## src/rtl/rsp_fifo_arbiter.sv

```systemverilog
`default_nettype none
// ============================================================================
// Module      : rsp_fifo_arbiter
// Description : Two fire-and-forget response producers share one response
//               FIFO write port. Each producer feeds a small elastic queue,
//               and a round-robin grant drains the queues into the FIFO while
//               honouring its almost_full.
// Revision    : 1.0 - initial release
// ============================================================================

`ifndef REQ_ID_WIDTH
`define REQ_ID_WIDTH 8
`endif
`ifndef ALL_PAGE_IDX_WIDTH
`define ALL_PAGE_IDX_WIDTH 10
`endif
`ifndef FAIL_REASON_WIDTH
`define FAIL_REASON_WIDTH 4
`endif

module rsp_fifo_arbiter #(
  parameter int QDEPTH       = 4,
  parameter int AFULL_MARGIN = 1
) (
  input  logic                           clk,
  input  logic                           rst,
  input  logic                           s0_write_en,
  input  logic [`REQ_ID_WIDTH-1:0]       s0_id,
  input  logic [`ALL_PAGE_IDX_WIDTH-1:0] s0_page_idx,
  input  logic                           s0_fail,
  input  logic [`FAIL_REASON_WIDTH-1:0]  s0_fail_reason,
  input  logic                           s1_write_en,
  input  logic [`REQ_ID_WIDTH-1:0]       s1_id,
  input  logic [`ALL_PAGE_IDX_WIDTH-1:0] s1_page_idx,
  input  logic                           s1_fail,
  input  logic [`FAIL_REASON_WIDTH-1:0]  s1_fail_reason,
  output logic                           s0_almost_full,
  output logic                           s1_almost_full,
  output logic                           rsp_write_en,
  output logic [`REQ_ID_WIDTH-1:0]       rsp_id,
  output logic [`ALL_PAGE_IDX_WIDTH-1:0] rsp_page_idx,
  output logic                           rsp_fail,
  output logic [`FAIL_REASON_WIDTH-1:0]  rsp_fail_reason,
  input  logic                           rsp_fifo_almost_full,
  output logic [7:0]                     s0_drop_count,
  output logic [7:0]                     s1_drop_count,
  output logic                           busy
);

  localparam int IDW = `REQ_ID_WIDTH;
  localparam int PGW = `ALL_PAGE_IDX_WIDTH;
  localparam int FRW = `FAIL_REASON_WIDTH;
  localparam int EW  = IDW + PGW + 1 + FRW;
  localparam int PW  = $clog2(QDEPTH);
  localparam int CW  = PW + 1;
  localparam logic [CW-1:0] C_DEPTH = CW'(QDEPTH);
  localparam logic [CW-1:0] C_AF_TH = CW'(QDEPTH - AFULL_MARGIN);

  // Queue storage and bookkeeping, indexed by source
  logic [EW-1:0]  mem_q   [2][QDEPTH];
  logic [PW-1:0]  wptr_q  [2];
  logic [PW-1:0]  rptr_q  [2];
  logic [CW-1:0]  cnt_q   [2];
  logic [CW-1:0]  cnt_d   [2];
  logic [7:0]     drop_q  [2];
  logic [1:0]     afull_q;
  logic           rr_last_q;

  // Registered response port
  logic            rsp_we_q;
  logic [IDW-1:0]  rsp_id_q;
  logic [PGW-1:0]  rsp_pg_q;
  logic            rsp_fail_q;
  logic [FRW-1:0]  rsp_fr_q;

  // Combinational grant / push decisions
  logic [1:0]      push_req;
  logic [EW-1:0]   push_data [2];
  logic [1:0]      nonempty;
  logic [1:0]      pop;
  logic [1:0]      accept;
  logic            eligible;
  logic            gnt_src;
  logic [EW-1:0]   head;
  logic [IDW-1:0]  head_id;
  logic [PGW-1:0]  head_pg;
  logic            head_fail;
  logic [FRW-1:0]  head_fr;

  // Grant from registered state; a full queue may still accept when it is popped
  always_comb begin
    push_req     = {s1_write_en, s0_write_en};
    push_data[0] = {s0_id, s0_page_idx, s0_fail, s0_fail_reason};
    push_data[1] = {s1_id, s1_page_idx, s1_fail, s1_fail_reason};
    nonempty     = {(cnt_q[1] != '0), (cnt_q[0] != '0)};
    eligible     = !rsp_fifo_almost_full && (nonempty != 2'b00);
    // Source 1 wins when it is alone, or on a tie when source 0 went last
    gnt_src      = nonempty[1] && (!nonempty[0] || !rr_last_q);
    pop          = {eligible && gnt_src, eligible && !gnt_src};
    for (int s = 0; s < 2; s++) begin
      accept[s] = push_req[s] && ((cnt_q[s] < C_DEPTH) || pop[s]);
      cnt_d[s]  = cnt_q[s] + CW'(accept[s]) - CW'(pop[s]);
    end
    head = mem_q[gnt_src][rptr_q[gnt_src]];
    {head_id, head_pg, head_fail, head_fr} = head;
  end

  // Queue storage writes; contents need no reset since pointers/counts gate them
  always_ff @(posedge clk) begin
    for (int s = 0; s < 2; s++) begin
      if (accept[s]) begin
        mem_q[s][wptr_q[s]] <= push_data[s];
      end
    end
  end

  // Pointers, counts, flags, round-robin state and the output register
  always_ff @(posedge clk) begin
    if (rst) begin
      for (int s = 0; s < 2; s++) begin
        wptr_q[s] <= '0;
        rptr_q[s] <= '0;
        cnt_q[s]  <= '0;
        drop_q[s] <= '0;
      end
      afull_q    <= '0;
      rr_last_q  <= 1'b1;
      rsp_we_q   <= 1'b0;
      rsp_id_q   <= '0;
      rsp_pg_q   <= '0;
      rsp_fail_q <= 1'b0;
      rsp_fr_q   <= '0;
    end else begin
      for (int s = 0; s < 2; s++) begin
        if (accept[s]) begin
          wptr_q[s] <= wptr_q[s] + PW'(1);
        end
        if (pop[s]) begin
          rptr_q[s] <= rptr_q[s] + PW'(1);
        end
        cnt_q[s]   <= cnt_d[s];
        afull_q[s] <= (cnt_d[s] >= C_AF_TH);
        if (push_req[s] && !accept[s] && (drop_q[s] != 8'hFF)) begin
          drop_q[s] <= drop_q[s] + 8'd1;
        end
      end
      if (eligible) begin
        rr_last_q  <= gnt_src;
        rsp_we_q   <= 1'b1;
        rsp_id_q   <= head_id;
        rsp_pg_q   <= head_pg;
        rsp_fail_q <= head_fail;
        rsp_fr_q   <= head_fr;
      end else begin
        rsp_we_q   <= 1'b0;
        rsp_id_q   <= '0;
        rsp_pg_q   <= '0;
        rsp_fail_q <= 1'b0;
        rsp_fr_q   <= '0;
      end
    end
  end

  assign s0_almost_full  = afull_q[0];
  assign s1_almost_full  = afull_q[1];
  assign s0_drop_count   = drop_q[0];
  assign s1_drop_count   = drop_q[1];
  assign rsp_write_en    = rsp_we_q;
  assign rsp_id          = rsp_id_q;
  assign rsp_page_idx    = rsp_pg_q;
  assign rsp_fail        = rsp_fail_q;
  assign rsp_fail_reason = rsp_fr_q;
  assign busy            = (nonempty != 2'b00) || rsp_we_q;

endmodule

`default_nettype wire

```

## config.mk

```make
export PLATFORM = sky130hd
export DESIGN_NAME = rsp_fifo_arbiter
export DESIGN_NICKNAME = d
export VERILOG_FILES = /design/src/rtl/rsp_fifo_arbiter.sv
export SDC_FILE = /design/constraint.sdc
export NUM_CORES = 1
export LEC_CHECK = 0
export ABC_AREA = 1
export BUFFER_PORTS_ARGS = -buffer_cell sky130_fd_sc_hd__buf_2
export CAP_MARGIN = 20
export CORE_MARGIN = 4
export CORE_UTILIZATION = 40
export DETAILED_ROUTE_END_ITERATION = 8
export GPL_TIMING_DRIVEN = 0
export PLACE_DENSITY = 0.64
export SLEW_MARGIN = 20
export SYNTH_ARGS = -nofsm -noshare
export SYNTH_HDL_FRONTEND = slang
export SYNTH_SLANG_ARGS = --single-unit
export TNS_END_PERCENT = 5
```

## constraint.sdc

```tcl
create_clock -name clk -period 2.4 [get_ports clk]
set_clock_uncertainty 0.05 [all_clocks]
set_input_delay 0.48 -clock clk [delete_from_list [all_inputs] [get_ports clk]]
set_output_delay 0.48 -clock clk [all_outputs]
set_load 0.01 [all_outputs]
```

Word-level counts from Yosys, hierarchy flattened
Memories as Yosys holds them, arrays and structs flattened.
Index checks and enable logic that the tools add are counted.
Cells by class
  equal/unequal tests: 2
  add/subtract/negate cells: 10
  reduce and logical (&&, ||, !) cells: 26
  bitwise gates (word level): 12
  muxes and demuxes: 39
  order comparisons: 9
Operator list (count)
  92-bit two-way mux: 2
  23-bit demux with 2-bit select: 2
  23-bit two-way mux: 4
  23-bit binary-select mux with 2-bit select: 1
  1-bit two-way mux: 22
  8-bit by 1-bit adder with 8-bit output (second input constant): 2
  8-bit two-way mux: 2
  8-bit != test (second input constant): 2
  1-bit logical AND: 12
  3-bit greater-or-equal comparator (second input constant): 3
  2-bit inverter with 3-bit output: 3
  2-bit by 1-bit adder with 2-bit output (second input constant): 4
  2-bit two-way mux: 4
  1-bit OR: 8
  3-bit by 1-bit adder with 3-bit output: 2
  3-bit by 2-bit greater-or-equal comparator with 1-bit output (second input constant): 2
  1-bit logical NOT: 6
  3-bit by 1-bit less-than comparator with 1-bit output (second input constant): 2
  3-bit less-than comparator (second input constant): 2
  3-bit two-way mux: 2
  3-bit nonzero test: 2
  3-bit by 1-bit subtractor with 3-bit output: 2
  1-bit logical OR: 4
  2-bit nonzero test: 1
  other kinds (2): 2
Storage, ports and cells
  register bits: 27
  RAM bits: 214
  bits of input ports: 51
  memories: 5
  logic and storage cells: 110
Memories
  mem_q: words 2, bits a word 92, rd ports 1, clocked after memory_dff 0, wr ports 2, line 60  | logic [EW-1:0] mem_q [2][QDEPTH];
  drop_q: words 2, bits a word 8, rd ports 2, clocked after memory_dff 0, wr ports 2, line 65  | logic [7:0] drop_q [2];
  cnt_q: words 2, bits a word 3, rd ports 2, clocked after memory_dff 0, wr ports 2, line 63  | logic [CW-1:0] cnt_q [2];
  rptr_q: words 2, bits a word 2, rd ports 3, clocked after memory_dff 0, wr ports 2, line 62  | logic [PW-1:0] rptr_q [2];
  wptr_q: words 2, bits a word 2, rd ports 2, clocked after memory_dff 0, wr ports 2, line 61  | logic [PW-1:0] wptr_q [2];

Longest topological paths before layout
Gate-level depths: netlist (run 1).
  depth in word-level cells: 15
  depth in mapped cells: 14
  gate-level depth less buffers: 14

Worst setup path after synthesis (run 1)
No wires, ideal clock.
  path type: register -> register
  start: memory cnt_q[0][2] (netlist name)
  end: memory mem_q[0][0] (netlist name) (enable)
  stages on the path, launching flop included: 9
  setup time: 0.403 ns
  slack: -0.148 ns
  clock period less this slack: 2.548 ns
  arrival time: 2.096 ns
  data required time: 1.947 ns
  cell sequence: dfxtp_1 > nor2_1 > nand2_1 > nand2_2 > nand2_4 > nand3_2 > a21boi_1 > inv_1 > nor2_1
RTL lines (line)
  from (decl): 63
  to (decl): 60

==> results of run 1 <==
worst max-delay path: cells and delay by family (launching register included):
family          cells  cell delay [ns]
compound gates      1             0.22
simple gates        6             0.90
flops               1             0.41
buf+inv             2             0.36
state kept, by name, indices dropped and copies added, names as in the netlist:
register	cells
afull_q	2
rr_last_q	1
rsp_id	8
rsp_write_en	1
cnt_q	6
drop_q	16
rsp_fail_reason	4
rsp_fail	1
rptr_q	4
rsp_page_idx	10
wptr_q	4
mem_q	184
per-stage QoR:
stage / total power, W / utilization (%) / setup WS, ns
2_1_floorplan: 0.00976 / - / -0.148
3_3_place_gp: 0.0118 / 44.6 / -1.51
3_5_place_dp: 0.0121 / 45.7 / -0.138
4_1_cts: 0.0161 / 49.3 / 0.0124
5_1_grt: 0.0172 / 49.6 / -0.00108
6_report: 0.0162 / 49.6 / 0.155
power groups by stage:
stage	Combinational [W]	Clock [W]	Sequential [W]
global route	0.00741	0.00429	0.00553
CTS	0.00657	0.00410	0.00547
detailed placement	0.00652	0	0.00555
floorplan	0.00414	0	0.00562
finish	0.00666	0.00405	0.00547
global placement	0.00626	0	0.00556
path summary, 6_finish.rpt:
kind,endpoint,cells after the start,slack (ns),from
worst max-delay path,mem_q[0][13]$_DFFE_PP_,9,0.16,cnt_q[0][2]$_SDFF_PP0_
worst max register to register,mem_q[0][13]$_DFFE_PP_,9,0.16,cnt_q[0][2]$_SDFF_PP0_
worst min-delay path,mem_q[0][46]$_DFFE_PP_,1,0.11,s0_fail_reason[0]
worst min register to register,rr_last_q$_SDFFE_PP1N_,2,0.46,rr_last_q$_SDFFE_PP1N_
area by class of cell:
type	count	area, um2	share of cell area (%)
Clock buffer	36	709	5.82
Multi-Input combinational cell	617	2870	23.5
Sequential cell	241	6910	56.7
Clock inverter	14	155	1.27
Buffer	46	251	2.06
Tap cell	324	405	3.33
Inverter	44	165	1.35
Timing Repair Buffer	103	728	5.97
layer usage:
layer	vias to the layer above	GRT usage [%]
li1	3417	-
met1	3313	24.3
met2	290	30.7
met3	47	4.20
met4	4	4.20
met5	-	0
cell families (layout without fill, tap and decap cells):
group | Yosys count | after routing | share of synthesized area [%]
simple gates | 555 | 555 | 22.5
flops | 241 | 241 | 68.4
buf+inv | 90 | 243 | 4.13
compound gates | 31 | 31 | 1.60
xor+xnor | 16 | 16 | 1.39
fa+ha+maj | 15 | 15 | 2.01
cell usage after synthesis (7+ instances only):
| cell type | count | area [um2] |
|---|---|---|
| a21oi_1 | 24 | 120 |
| buf_2 | 30 | 150 |
| buf_4 | 9 | 67.6 |
| dfxtp_1 | 33 | 661 |
| edfxtp_1 | 208 | 6250 |
| ha_1 | 13 | 163 |
| inv_1 | 42 | 158 |
| nand2_1 | 392 | 1470 |
| nand3_1 | 101 | 505 |
| nor2_1 | 47 | 176 |
| xnor2_1 | 7 | 61.3 |
| xor2_1 | 9 | 78.8 |
cells in the final DEF (no fill, tap or decap), types with 2 or more instances in the layout:
cell        count
nand2_1       390
edfxtp_1      208
buf_2         122
nand3_1       101
inv_1          38
nor2_1         37
dfxtp_1        33
clkbuf_16      27
a21oi_1        24
clkbuf_1       14
ha_1           13
nor2_4         10
buf_4          10
xor2_1          9
buf_16          8
xnor2_1         7
inv_2           5
clkinv_2        5
nand2_2         4
clkinv_1        3
o21ai_0         3
bufinv_16       3
nor2_2          2
nand3b_1        2
nand4_1         2
o21ai_1         2
or2_2           2
fa_1            2
inv_6           2
clkinvlp_4      2
buf_12          2
what timing repair did:
action                                  4_1_cts  5_1_grt
endpoints found under the setup margin       62       98
hold buffers                                  0        0
buffers inserted                              2        1
pin swaps                                     1        2
resized for setup                             3        9
gates cloned                                  0        0
==> metrics.txt, run 1 <==
Post-Layout Cell Count 1,425; area post-placement ~11,000 um2; FP Rows between 50 and 60; register area share after synthesis approximately two thirds; DR WL/cell roughly 18 um; leak pwr between 5 and 6 nW; internal power 0.00969 W; CTS Buf Count 27; initial antenna violation count 3; Max Slew Vio Count 0; Post-synth top flop edfxtp_1; Initial Utilization slightly above 40%; IO Count 94; Cells after Synth roughly 950; Worst setup EP type register; power share of the clock group about 25%; Tot GR Track Use between 10% and 20%; Sw Pwr approximately 0.0065 W; layout cells sized above 1 between 10% and 20%; clock period minus worst slack roughly 2.2 ns; #FFs+latches synth 241; slew margin rel. approximately 52%; NumNets Final ~1,100; Final Hold Fails 0; WP data required roughly 2.6 ns; HPWL after DPL roughly 17,000 um; P&R area growth vs syn 20.7%; Mapped Area approximately 10,000 um2; CP max stage delay between 0.4 and 0.5 ns; diodes inserted 0; DRC violations left 0; Fill cells about 2,200; total gr overflow 0; CTS Buffer Depth 3; H-tree Lvls 1; final instance area ~12,000 um2; initial DRC count between 600 and 700; met1 WL ~11,000 um; switching share of power approximately two fifths; worst min path class primary input to register; Least-Margin Pin Slew 0.719 ns; Netlist cell types 30; final wirelength 26,000 um; EDFF count, synth between 200 and 250; CP max-delay cell nor2_4; DIE WIDTH 167 um; first-pass GRT wire length around 40,000 um; post-route setup TNS 0 ns; Final period util ~94%; GPL Wtd Cong 0.798; clock sinks roughly 240; routed wl met2 ~12,000 um; max-capacitance violation count 0; Root Driver clkbuf_16; Final ANT Viol Nets 0; Total Die Area around 28,000 um2; synth warn 0; IO Port Bufs between 90 and 100; Inst Count DP 1,372; Die Ht 167 um; vias in the first global route around 7,100; Worst Path Max Fanout 13; DR vias ~7,100; CORE AREA between 20,000 and 25,000 um2; WHS between 0.1 and 0.15 ns; max layer used met5; Flop pwr share approximately a third; Worst-path clk slew approximately 0.060 ns; status finished clean; PwrDens roughly 1300 nW/um2; clock latency on the worst-skew pair between 0.5 and 0.6 ns; endpoints failing setup 0; drt via density about 5; syn_area_per_cell between 10 and 15 um2; largest net degree at the start of global routing 18; Comb pwr share 41.2%; Critical Path Start Type register; Max Fclk ~0.45 GHz; Setup CP Type register to register; Async SR Flop Fraction 0%; CTS tree done; Initial DRT Pass Iterations 6; routed wl met3 roughly 2200 um; CP Data Arrival Time approximately 2.4 ns; Mapped Nets about 1,000; crit-path cells nor2_2 -> nand2_2 -> nand2_4 -> nand2_8 -> nand3_4 -> a21boi_2 -> inv_2 -> nor2_4 -> buf_16; Worst IR Drop VDD about 0.00077 V
(Power assumes the default switching activity.)
==> inputs of run 2 (changes only) <==
RECOVER_POWER = 25   (was not set)
==> metrics.txt, run 2 (synthesized netlist as in run 1, its figures left out) <==
FP Rows 57 (unchanged); largest net degree at the start of global routing 18 (unchanged); Post-Layout Cell Count 1,425 (unchanged); Setup CP Type register to register; CP max stage delay 0.45 ns (about the same); worst min path class primary input to register; crit-path cells nor2_2 -> nand2_2 -> nand2_4 -> nand2_8 -> nand3_4 -> a21boi_2 -> inv_2 -> nor2_4 -> buf_16; Die Ht 167 um (unchanged); status finished clean; Tot GR Track Use 18.3% (unchanged); WP data required 2.58 ns (about the same); drt via density 4.98 (+0.31%); vias in the first global route 7,063 (unchanged); Worst-path clk slew 0.06 ns (about the same); CTS Hold Bufs 0 (unchanged); Least-Margin Pin Slew 0.713 ns (-0.00608 ns); Worst setup EP type register; Worst Path Max Fanout 13 (unchanged); Inst Count DP 1,372 (unchanged); GPL Wtd Cong 0.798 (unchanged); CTS Buf Count 27 (unchanged); CTS Buffer Depth 3 (unchanged); Critical Path Start Type register; initial DRC count 618 (unchanged); max-capacitance violation count 0 (unchanged); final instance area 12,100 um2 (-0.37%); final wirelength 26,000 um (+0.22%); DR vias 7,093 (+0.31%); DR WL/cell 18.3 um (+0.22%); layout cells sized above 1 15.9% (-3.3 points); P&R area growth vs syn 20.3%; final setup margin 0.147 ns (-0.00813 ns); clock latency on the worst-skew pair 0.53 ns (about the same); total gr overflow 0 (unchanged); H-tree Lvls 1 (unchanged); first-pass GRT wire length 39,700 um (unchanged); Crit. Startpoint cnt_q[0][2]$_SDFF_PP0_; clock sinks 241 (unchanged); most frequent cells in the layout nand2_1, edfxtp_1, nand3_1, buf_2, clkbuf_1; initial antenna violation count 1 (-2); Layout Utilization 49.4% (-0.18 points); DRC violations left 0 (unchanged); DIE WIDTH 167 um (unchanged); CORE AREA 24,600 um2 (unchanged); Total Die Area 27,900 um2 (unchanged); Final ANT Viol Nets 0 (unchanged); Max Slew Vio Count 0 (unchanged); Initial DRT Pass Iterations 5 (-1); CTS tree done; NumNets Final 1,146 (unchanged); HP Start s0_id[0]; Initial Utilization 41.0% (unchanged); endpoints failing setup 0 (unchanged); IO Count 94 (unchanged); max FFs per register 184 (unchanged); diodes inserted 0 (unchanged); Crit path max-delay family simple AND/OR/NAND/NOR gates; HPWL after DPL 17,100 um (unchanged); area post-placement 11,200 um2 (unchanged); IO Port Bufs 92 (unchanged); CP Data Arrival Time 2.44 ns (about the same); PwrDens 1330 nW/um2 (+0.38%); Reg2Reg Launch Point cnt_q[0][2]$_SDFF_PP0_; WP buf/inv 2 (unchanged); Root Driver clkbuf_16; Final period util 93.9% (+0.34 points); Final Hold Fails 0 (unchanged); leak pwr 5.05 nW (-1.9%); Worst IR Drop VDD 0.000771 V (+0.37%); slew margin rel. 52.2% (+0.41 points); pre-CTS setup slack -0.138 ns (unchanged); most common cell after layout, fill and taps aside nand2_1; clock period minus worst slack 2.25 ns (+0.00813 ns); Max Fclk 0.444 GHz (-0.36%); CP max-delay cell nor2_4
[run 2: what timing repair did]
action | 4_1_cts | 5_1_grt
buffers inserted | 2 | 1
endpoints found under the setup margin | 62 | 98
pin swaps | 1 | 2
resized for setup | 3 | 9
[run 2: metal layers]
layer  routed length (um)  track usage [%]  share of wire (%)
met5                   12                0              0.046
met4                  542             4.20                2.1
met3                 2380             4.20                9.1
met2                12400             30.7                 48
met1                10700             24.3                 41
[run 2: worst paths after layout]
| check | endpoint | slack, ns | cells after the start |
|---|---|---|---|
| setup / recovery | mem_q[0][13]$_DFFE_PP_ | 0.15 | 9 |
| hold / removal | mem_q[0][61]$_DFFE_PP_ | 0.14 | 1 |
| setup reg to reg | mem_q[0][13]$_DFFE_PP_ | 0.15 | 9 |
| hold reg to reg | rr_last_q$_SDFFE_PP1N_ | 0.46 | 2 |
[run 2: cell type report]
type                            count  area, um2
Clock inverter                     14        155
Inverter                           44        165
Sequential cell                   241       6910
Timing Repair Buffer              103        683
Buffer                             46        251
Tap cell                          324        405
Fill cell                        2242      12500
Multi-Input combinational cell    617       2870
Clock buffer                       36        709
[run 2: per-stage QoR]
stage | hold WS [ns] | setup TNS, ns | total power [W]
2_1_floorplan | 0.416 | -25.43 | 0.00976
3_3_place_gp | 0.431 | -242.72 | 0.0118
3_5_place_dp | 0.434 | -4.38 | 0.0121
4_1_cts | 0.0985 | 0 | 0.0161
5_1_grt | 0.129 | -0.00108 | 0.0172
6_report | 0.138 | 0 | 0.0162
[run 2: report_power, final]
group | internal (W) | switching [W] | total, W
registers | 0.00525 | 0.000220 | 0.00547
logic | 0.00203 | 0.00463 | 0.00666
clock network | 0.00241 | 0.00165 | 0.00405
==> inputs of run 3 (changes only) <==
CORE_ASPECT_RATIO = 1.5   (was not set)
REMOVE_ABC_BUFFERS = 1   (was not set)
==> metrics.txt, run 3 (synthesized netlist as in run 1, its figures left out) <==
endpoints failing setup 0 (unchanged); Worst IR Drop VDD 0.000882 V (+14%); HP Start s1_id[2]; Final ANT Viol Nets 0 (unchanged); Crit. Startpoint cnt_q[0][2]$_SDFF_PP0_; layout cells sized above 1 16.0% (+0.15 points); routed wl met2 13,000 um (+4.9%); total gr overflow 0 (unchanged); Final Hold Fails 0 (unchanged); most frequent cells in the layout nand2_1, edfxtp_1, nand3_1, buf_2, clkbuf_1; first-pass GRT wire length 38,100 um (-4.0%); final setup margin 0.109 ns (-0.0385 ns); CTS tree done; CP max-delay cell fa_2; hold worst-path end mem_q[1][63]$_DFFE_PP_; CP max stage delay 0.55 ns (+0.10 ns); Worst Path Max Fanout 7 (-6); DRC violations left 0 (unchanged); Total Die Area 27,900 um2 (+0.19%); Initial Utilization 40.5% (-0.59 points); HPWL after DPL 13,300 um (-22%); CTS Buf Count 23 (-15%); Critical Path Start Type register; slew margin rel. 45.2% (-7.0 points); Die Ht 203 um (+21%); DR vias 6,960 (-1.9%); R2R cell count 13 (+4); Max Fclk 0.436 GHz (-1.7%); Initial DRT Pass Iterations 7 (+2); DIE WIDTH 138 um (-17%); Reg2Reg Launch Point cnt_q[0][2]$_SDFF_PP0_; GPL Wtd Cong 0.741 (-7.1%); IO Count 94 (unchanged); crit-path cells nor2_4 -> nand2_4 -> nand2_8 -> buf_16 -> nand2_8 -> nand3_4 -> inv_1 -> ha_1 -> inv_1 -> ha_2 -> fa_2 -> nand2_1 -> o21ai_1; FP Rows 71 (+25%); vias in the first global route 7,101 (+0.54%); Setup CP Type register to register; CTS Hold Bufs 0 (unchanged); leak pwr 5.13 nW (+1.7%); Flop pwr share 33.6% (-0.2 points); FF-to-FF End afull_q[0]$_SDFF_PP0_; Comb pwr share 42.6% (+1.4 points); CP Data Arrival Time 2.66 ns (+0.22 ns); Tot GR Track Use 17.9% (-0.38 points); FF-to-FF setup slack 0.11 ns (-0.04 ns); clock latency on the worst-skew pair 0.50 ns (-0.03 ns); PwrDens 1310 nW/um2 (-1.3%); IO Port Bufs 93 (+1.1%); Least-Margin Pin Slew 0.819 ns (+0.107 ns); routed wl met3 1790 um (-25%); clock period minus worst slack 2.29 ns (+0.0385 ns); most common cell after layout, fill and taps aside nand2_1; Root Driver clkbuf_16; P&R area growth vs syn 23.0%; max-capacitance violation count 0 (unchanged); Post-Layout Cell Count 1,408 (-1.2%); pre-CTS setup slack -1.59 ns (-1.45 ns); drt via density 4.94 (-0.69%); Inst Count DP 1,334 (-2.8%); NumNets Final 1,128 (-1.6%); initial DRC count 432 (-30%); Worst setup EP type register; clock sinks 241 (unchanged); CORE AREA 25,000 um2 (+1.5%); DR WL/cell 17.4 um (-4.6%); initial antenna violation count 2 (+1); Final period util 95.5% (+1.6 points); Sw Pwr 0.00624 W (-4.0%); status finished clean; H-tree Lvls 1 (unchanged); met1 WL 9000 um (-16%); power share of the clock group 23.8% (-1.2 points); Max Slew Vio Count 0 (unchanged); largest net degree at the start of global routing 50 (+32); internal power 0.0101 W (+4.3%); WP data required 2.77 ns (+0.19 ns); final wirelength 24,600 um (-5.7%); worst min path class primary input to register; max layer used met5; switching share of power 38.2% (-2.0 points); Worst-path clk slew 0.06 ns (about the same); max FFs per register 184 (unchanged); worst hold stages 1 (unchanged); CTS Buffer Depth 3 (unchanged)
run 3: changes by cell type in the layout (fill, tap and decap cells not counted), moves of 3 or more:
cell / previous run / this run
nand2_8: 1 / 4
buf_12: 2 / 9
bufbuf_16: 0 / 3
clkbuf_16: 27 / 23
clkbuf_1: 50 / 40
buf_2: 86 / 57
clkbuf_8: 0 / 4
nand2_4: 1 / 5
buf_4: 10 / 13
run 3: per-stage QoR:
step | hold WS, ns | utilization (%) | total power [W] | cell area (um2) | setup TNS, ns
2_1_floorplan | 0.416 | - | 0.00931 | 9850 | -413.72
3_3_place_gp | 0.432 | 43.0 | 0.0107 | 10700 | -1000.72
3_5_place_dp | 0.475 | 44.5 | 0.0114 | 11100 | -323.74
4_1_cts | 0.127 | 49.4 | 0.0162 | 12300 | -0.235
5_1_grt | 0.151 | 49.7 | 0.0175 | 12400 | -0.0288
6_report | 0.163 | 49.8 | 0.0163 | 12400 | 0
run 3: per-layer routing:
| layer | GRT usage, % | vias up |
|---|---|---|
| met5 | 0 | - |
| met4 | 6.99 | 2 |
| met3 | 3.32 | 63 |
| met2 | 32.1 | 242 |
| met1 | 20.9 | 3256 |
| li1 | - | 3397 |
run 3: worst max path at each step:
stage	to	depth (start not counted)
finish	afull_q[0]$_SDFF_PP0_	13
global route	afull_q[1]$_SDFF_PP0_	13
CTS	afull_q[0]$_SDFF_PP0_	13
detailed placement	mem_q[0][68]$_DFFE_PP_	8
global placement	mem_q[0][53]$_DFFE_PP_	7
floorplan	mem_q[0][0]$_DFFE_PP_	7
run 3: worst max-delay path: cells and delay by family, from the launching register on:
family                     cells  cell delay, ns
AOI/OAI and AO/OA              1            0.07
adders and majority gates      3            1.01
buffers and inverters          3            0.20
DFF                            1            0.37
and+or+nand+nor                6            0.52
run 3: power groups by stage:
| stage | clock, W | combinational [W] | sequential [W] |
|---|---|---|---|
| after detailed placement | 0 | 0.00588 | 0.00555 |
| after floorplan | 0 | 0.00369 | 0.00562 |
| after global routing | 0.00414 | 0.00779 | 0.00555 |
| after CTS | 0.00397 | 0.00674 | 0.00548 |
| final | 0.00389 | 0.00696 | 0.00549 |
| after global placement | 0 | 0.00520 | 0.00554 |
run 3: final cells by class:
class / instances / area [um2]
Clock buffer: 31 / 646
Fill cell: 2139 / 12500
Sequential cell: 241 / 6910
Tap cell: 328 / 410
Timing Repair Buffer: 129 / 1080
Clock inverter: 10 / 178
Inverter: 44 / 170
Antenna cell: 2 / 5.00
Multi-Input combinational cell: 623 / 3020
run 3: repair_timing:
action	in CTS	in global routing
gates resized for setup	13	18
gates cloned	9	0
buffers inserted	12	10
endpoints found under the hold margin	0	0
pin swaps	13	6
setup endpoints to repair	260	199
